File: src/rtl/mux2x1_sel_arb_pkg.sv
// Shared definitions for the 2:1 mux select arbiter: state encoding, defaults
// and the round-robin pick used both from IDLE and at burst handover.
package mux2x1_sel_arb_pkg;

  typedef enum logic [1:0] {
    ST_IDLE = 2'b00,
    ST_G0   = 2'b01,
    ST_G1   = 2'b10
  } state_e;

  localparam int BURST_LEN_DEF = 4;
  localparam int CNT_W_DEF     = 8;

  // Grant the preferred channel when both request, otherwise whoever requests.
  function automatic state_e arb_pick(input logic prefer, input logic r0, input logic r1);
    if (r0 && r1)
      return prefer ? ST_G1 : ST_G0;
    else if (r0)
      return ST_G0;
    else if (r1)
      return ST_G1;
    else
      return ST_IDLE;
  endfunction

endpackage

File: src/rtl/mux2x1_sel_arb_rr_burst_cnt.sv
// Burst length counter: counts cycles spent in a grant state and flags the
// final permitted cycle of the burst.
module rr_burst_cnt #(
  parameter int BURST_LEN = 4,
  parameter int CNT_W     = 8
) (
  input  logic clk,
  input  logic rst_n,
  input  logic clr,
  input  logic en,
  output logic last
);

  logic [CNT_W-1:0] r_cnt;

  always_ff @(posedge clk) begin
    if (!rst_n || clr)
      r_cnt <= '0;
    else if (en)
      r_cnt <= r_cnt + CNT_W'(1);
  end

  assign last = (r_cnt == CNT_W'(BURST_LEN - 1));

endmodule

File: src/rtl/mux2x1_sel_arb.sv
// Round-robin burst arbiter driving the select of a downstream 2:1 mux.
// All outputs come straight from flops; no combinational path from req*.
module mux2x1_sel_arb
  import mux2x1_sel_arb_pkg::*;
#(
  parameter int BURST_LEN = BURST_LEN_DEF,
  parameter int CNT_W     = CNT_W_DEF
) (
  input  logic clk,
  input  logic rst_n,
  input  logic req0,
  input  logic req1,
  output logic gnt0,
  output logic gnt1,
  output logic select,
  output logic busy
);

  state_e r_state;
  state_e w_next;
  logic   r_ptr;
  logic   r_gnt0;
  logic   r_gnt1;
  logic   r_sel;
  logic   r_busy;
  logic   w_end;
  logic   w_in_grant;
  logic   w_cnt_clr;
  logic   w_last;

  rr_burst_cnt #(
    .BURST_LEN (BURST_LEN),
    .CNT_W     (CNT_W)
  ) u_cnt (
    .clk   (clk),
    .rst_n (rst_n),
    .clr   (w_cnt_clr),
    .en    (w_in_grant),
    .last  (w_last)
  );

  // A burst ends on owner release or expiry; handover prefers the other channel.
  always_comb begin
    w_next = r_state;
    w_end  = 1'b0;
    case (r_state)
      ST_IDLE: w_next = arb_pick(r_ptr, req0, req1);
      ST_G0: begin
        if (!req0 || w_last) begin
          w_end  = 1'b1;
          w_next = arb_pick(1'b1, req0, req1);
        end
      end
      ST_G1: begin
        if (!req1 || w_last) begin
          w_end  = 1'b1;
          w_next = arb_pick(1'b0, req0, req1);
        end
      end
      default: w_next = ST_IDLE;
    endcase
  end

  assign w_in_grant = (r_state == ST_G0) || (r_state == ST_G1);
  assign w_cnt_clr  = w_end || !w_in_grant;

  always_ff @(posedge clk) begin
    if (!rst_n) begin
      r_state <= ST_IDLE;
      r_ptr   <= 1'b0;
      r_gnt0  <= 1'b0;
      r_gnt1  <= 1'b0;
      r_busy  <= 1'b0;
      r_sel   <= 1'b0;
    end else begin
      r_state <= w_next;
      if (w_end)
        r_ptr <= (r_state == ST_G0);
      r_gnt0 <= (w_next == ST_G0);
      r_gnt1 <= (w_next == ST_G1);
      r_busy <= (w_next == ST_G0) || (w_next == ST_G1);
      // select only moves on grant entry, so IDLE keeps the last owner
      if (w_next == ST_G0)
        r_sel <= 1'b0;
      else if (w_next == ST_G1)
        r_sel <= 1'b1;
    end
  end

  assign gnt0   = r_gnt0;
  assign gnt1   = r_gnt1;
  assign busy   = r_busy;
  assign select = r_sel;

endmodule

File: config.mk
export PLATFORM = sky130hd
export DESIGN_NAME = mux2x1_sel_arb
export DESIGN_NICKNAME = d
export VERILOG_FILES = /design/src/rtl/mux2x1_sel_arb_pkg.sv /design/src/rtl/mux2x1_sel_arb_rr_burst_cnt.sv /design/src/rtl/mux2x1_sel_arb.sv
export SDC_FILE = /design/constraint.sdc
export NUM_CORES = 1
export LEC_CHECK = 0
export CAP_MARGIN = 15
export CORE_UTILIZATION = 55
export CTS_CLUSTER_DIAMETER = 80
export DETAILED_ROUTE_END_ITERATION = 8
export GPL_ROUTABILITY_DRIVEN = 0
export PLACE_DENSITY = 0.77
export SLEW_MARGIN = 20
export SYNTH_ARGS = -nofsm -noshare
export SYNTH_HDL_FRONTEND = slang
export SYNTH_HIERARCHICAL = 1
export SYNTH_SLANG_ARGS = --single-unit
File: constraint.sdc
create_clock -name clk -period 3.35 [get_ports clk]
set_input_delay 0.67 -clock clk [delete_from_list [all_inputs] [get_ports clk]]
set_output_delay 0.67 -clock clk [all_outputs]
set_load 0.05 [all_outputs]
==> flow_summary.toml, run 1 <==
[outcome]
status = "complete, no violations"

[logic_synthesis]
yosysMostFrequentCell = "dfxtp_1"
ys_seq_area_share_pct = 33.5
synth_edf_count = 0
syn_area_um2 = 897
syn_inst = 97
syn_nets = 110
synth_seq_cells = 15
netlist.area_leader.share_pct = 33.5
synthTopCellsByCount = "dfxtp_1 (15), ha_1 (9), nand2_1 (9)"
synthArstFlopShare_pct = 0
yosysTopAreaCell = "dfxtp_1"
synth-main-ff-cell = "dfxtp_1"
synth_area_per_cell_um2 = 9.25
yosys_warnings = 6
ys_top_cells_by_area = "dfxtp_1 (33%), ha_1 (13%), nor2b_1 (4.2%)"
ys_types = 38

[power_and_ir_drop]
power.density_nw_per_um2 = 390
leakage_uw = 0.000417
ir_worst_vdd_uv = 256

[worst_setup_path]
worst-path-max-fanout = 7
r2r_end = "select"
startpoint_type = "flop"
worst_ep_arrival_time_ps = 2920
reg2reg_depth = 10
reg2reg_from = "u_cnt/r_cnt[0]"
critPathLaunch = "u_cnt/r_cnt[0]"
critical-path-max-stage-delay_ps = 440
path_cells = "ha_1 > or4b_1 > nor4_1 > buf_4 > nand2b_2 > mux2_4 > a211oi_1 > ha_1 > nor2_1 > nor3b_1"
path_class = "flop to flop"
cp-end-kind = "flop"
crit_top_cell = "ha_1"
crit_slowest_cell = "or4b_1"
crit_required_ps = 3560
rrSetupSlack_ps = 630

[layout]
finalNetCount = 122
num-fill-cells = 123
diodes = 0
drive_gt1_share_pct = 10.2
syn_to_final_growth_pct = 13.4
stdcell_area_um2 = 1020

[global_routing]
gr-total-overflow = 0
grt_usage_pct = 20.6
grt_pass1_wl_mm = 2.80
grt_max_degree = 10
grt_pass1_vias = 665
antenna_found_initial = 0

[sta]
finClkSkew_ps = 2.31
relSlewSlack_pct = 67.5
drv_slew = 0
rsz0062_at_grt = "no"
worst_pin_slew_ps = 487
finalHoldViolCount = 0
hold_slack_ps = 496
setup_viol = 0
setup_slack_ps = 634
fin_crit_ps = 2720
setup_tns_ps = 0
timing.fmax_ghz = 0.368
fin_crit_sh_pct = 81.1

[cts]
cts.sinks = 15
clkTransAtPathRegs_ps = 90
cts_max_path_buffers = 2
cts_htree_levels = 1
cts_made_buffers = 3
postCtsResizedCells = 0
cts_tree = "yes"
hold_buffers = 0
post-cts-setup-buffers = 0
clk_latency_ps = 280
root_buffer = "clkbuf_4"

[routing]
via_per_inst = 6.20
wl_per_cell_um = 13.9
dr.pass1.iters = 4
drt-total-wl_mm = 1.72
ant_nets = 0
routed-via-count = 769
drcViolationCount = 0
first_iter_violations = 29

[floorplan]
io_pins = 8
rows = 14
start_util_pct = 59.6
core_area_um2 = 1510
die_h_um = 42.4
die-area_um2 = 1800
die_width_um = 42.4

[hold_path]
hp-class = "flop to flop"
whs_path_depth = 2
worstHoldStart = "r_ptr"
holdPathEnd = "r_ptr"

[job]
max_cap_violations = 0

[placement]
io_buffers = 7
dpl_cell_area_um2 = 990
dpl_worst_slack_ps = 645
hpwl_mm = 1.27
-- routing by layer --
metal,track usage (%),up-vias,part of all wire (%)
met4,11.3,0,1.3
met5,0,-,0
met3,3.88,4,3.7
met2,31.4,18,45
li1,-,382,-
met1,27.3,365,50
-- sequential cells by signal (all words and copies together), names as in the netlist --
| name | count |
|---|---|
| busy | 1 |
| gnt1 | 1 |
| select | 1 |
| r_state | 2 |
| u_cnt/r_cnt | 8 |
| gnt0 | 1 |
| r_ptr | 1 |
-- worst max-delay path by stage --
stage | to | slack [ps] | depth (start not counted)
finish | select | 630 | 10
global route | select | 440 | 10
CTS | select | 610 | 10
detailed placement | select | 640 | 10
global placement | select | 720 | 10
floorplan | select | 680 | 9
-- layout by cell type, fill, tap and decap left out, drive strengths merged, types with 2 or more instances in the layout --
master         instances
nand2b                 4
nand3                  2
o211ai                 2
nor2                   6
o2111a                 2
nand4                  4
o21ai                  2
ha                     9
or3                    2
nor2b                  6
inv                    3
xor2                   3
nand2                  9
dfxtp                 15
nand4b                 2
and4                   2
and2                   2
a21oi                  4
clkdlybuf4s50          7
clkbuf                 3
-- cells by family after synthesis --
kind of cell,after synthesis,share of synthesized area [%]
simple gates,45,30.1
compound gates,18,15.3
flops,15,33.5
fa+ha+maj,9,12.6
xor+xnor,4,3.91
buf+inv,4,1.81
mux,2,2.79
-- per-stage QoR --
stage / std cells / total power [uW] / util (%)
final: 124 / 397 / 67.5
after global routing: 124 / 419 / 67.5
after CTS: 124 / 400 / 67.5
after detailed placement: 120 / 297 / 65.7
after global placement: 120 / 294 / 65.7
after floorplan: 97 / 269 / -
-- where the power goes --
part | internal, uW | leakage, uW | total [uW] | switching, uW
clock | 44.2 | 0.0000177 | 103 | 59.0
combinational | 40.9 | 0.000277 | 101 | 60.1
sequential | 187 | 0.000122 | 193 | 5.81
-- cell type report --
type | count | area (um^2) | share of cell area, %
Clock buffer | 3 | 22.5 | 2.21
Clock inverter | 1 | 5.00 | 0.492
Inverter | 3 | 11.3 | 1.11
Multi-Input combinational cell | 78 | 581 | 57.1
Sequential cell | 15 | 300 | 29.5
Tap cell | 16 | 20.0 | 1.97
Timing Repair Buffer | 8 | 77.6 | 7.63
-- worst max-delay path, delay by kind of cell, from the launching register on --
family / cells / cell delay [ps]
AND/OR/NAND/NOR: 5 / 1000
buffers and inverters: 1 / 190
adder cells (fa/ha/maj): 2 / 400
flip-flops: 1 / 420
multiplexers: 1 / 330
AO/OA/AOI/OAI: 1 / 300
No activity file was read; power rests on OpenSTA's default activity.
==> inputs of run 2 (changes only) <==
clock period = 2.75 ns   (was 3.35 ns; I/O delays follow)
==> flow_summary.toml, run 2 (synthesis gave the netlist of run 1 again) <==
[routing]
drt-total-wl_mm = 1.74
routed-via-count = 778
via_per_inst = 6.17
ant_nets = 0
drcViolationCount = 0
wl_per_cell_um = 13.8
dr.pass1.iters = 4
first_iter_violations = 19

[placement]
hpwl_mm = 1.31
dpl_worst_slack_ps = 165
dpl_cell_area_um2 = 1000
io_buffers = 7

[floorplan]
die-area_um2 = 1800
die_width_um = 42.4
rows = 14
io_pins = 8
die_h_um = 42.4
core_area_um2 = 1510
start_util_pct = 59.6

[layout]
multi_input_area_um2 = 592
stdcell_area_um2 = 1040
final_cell_mix = "dfxtp_1 (15), nand2_1 (9), ha_1 (9)"
regArea_um2 = 300
finalNetCount = 124
diodes = 0
largest_register_ffs = 8
final_common_cell = "dfxtp_1"
top_regs = "u_cnt/r_cnt (8), r_state (2)"
syn_to_final_growth_pct = 16.3
num-fill-cells = 122
final_util_pct = 69.3
regMostFlops = "u_cnt/r_cnt"
drive_gt1_share_pct = 13.6

[power_and_ir_drop]
leakage_uw = 0.000428
power.internal_uw = 335
p_clk_share_pct = 26.4
ir_worst_vdd_uv = 361
power_switching_uw = 158
switching_share_pct = 32.0
p_seq_share_pct = 47.7
pwr-share-comb_pct = 25.9
power.density_nw_per_um2 = 472

[sta]
fin_crit_ps = 2540
hold_slack_ps = 501
drv_slew = 0
fin_crit_sh_pct = 92.3
setup_viol = 0
relSlewSlack_pct = 67.5
rsz0062_at_grt = "no"
setup_slack_ps = 212
finalHoldViolCount = 0
setup_tns_ps = 0
timing.fmax_ghz = 0.394
worst_pin_slew_ps = 485
finClkSkew_ps = 1.92

[worst_setup_path]
cp-end-kind = "flop"
path_class = "flop to flop"
worst_ep_arrival_time_ps = 2750
crit_required_ps = 2970
worst-path-max-fanout = 4
startpoint_type = "flop"

[outcome]
status = "complete, no violations"

[cts]
root_buffer = "clkbuf_4"
cts_htree_levels = 1
clk_latency_ps = 280
clkTransAtPathRegs_ps = 100
cts_made_buffers = 3
postCtsResizedCells = 0
cts_max_path_buffers = 2
post-cts-setup-buffers = 0
hold_buffers = 0
cts.sinks = 15
cts_tree = "yes"

[global_routing]
grt_usage_pct = 21.8
grt_pass1_vias = 730
antenna_found_initial = 0
grt_use_met1_pct = 29.2
gr-usage-met2_pct = 35.1
grt_pass1_wl_mm = 3.01
gr-total-overflow = 0
use_met3_pct = 2.59
grt_max_degree = 10
top_usage_layer = "met2"

[hold_path]
hp-class = "flop to flop"

[job]
max_cap_violations = 0
[run 2: cell types whose count changed in the layout (fill, tap and decap cells not counted)]
cell	before	now
nor4_1	1	0
buf_4	1	3
a211oi_2	0	1
nor4_2	0	1
a211oi_1	1	0
[run 2: final cells by class]
cell class	instances	share of cell area (%)
Clock inverter	1	0.480
Clock buffer	3	2.16
Sequential cell	15	28.8
Tap cell	16	1.92
Multi-Input combinational cell	78	56.7
Inverter	3	1.08
Timing Repair Buffer	10	8.87
[run 2: final timing paths]
check                                    start     end  slack [ps]  cells past startpoint
worst min register to register          select  select         500                      2
worst min-delay path                    select  select         500                      2
worst max-delay path            u_cnt/r_cnt[0]  select         210                      8
worst max register to register  u_cnt/r_cnt[0]  select         210                      8
[run 2: worst max-delay path, cell delays in order, from the launching register on]
cell and delay, ps:
dfxtp_1 420, ha_1 190, or4b_1 470, nor4_2 190, nand2b_2 210, mux2_4 330, a211o_2 290, ha_1 200
nor3b_1 170
[run 2: power by group through the flow]
stage          Sequential [uW]  Clock (uW)  Combinational (uW)
6_report                   235         130                 128
5_1_grt                    237         136                 140
4_1_cts                    235         132                 126
3_5_place_dp               240           0                 126
3_3_place_gp               239           0                 124
2_1_floorplan              261           0                67.1
[run 2: through the flow]
step	total power (uW)	std cells
after floorplan	328	97
after global placement	363	122
after detailed placement	366	122
after CTS	493	126
after global routing	513	126
final	492	126
[run 2: layer usage]
layer  up-vias  wire, um
li1        391         -
met1       361       859
met2        19       802
met3         7        51
met4         0        30
met5         -         0
==> inputs of run 3 (changes only) <==
SKIP_LAST_GASP = 1   (was unset)
==> results of run 3 <==
No change in the layout: final DEF, timing and power equal those of run 2.
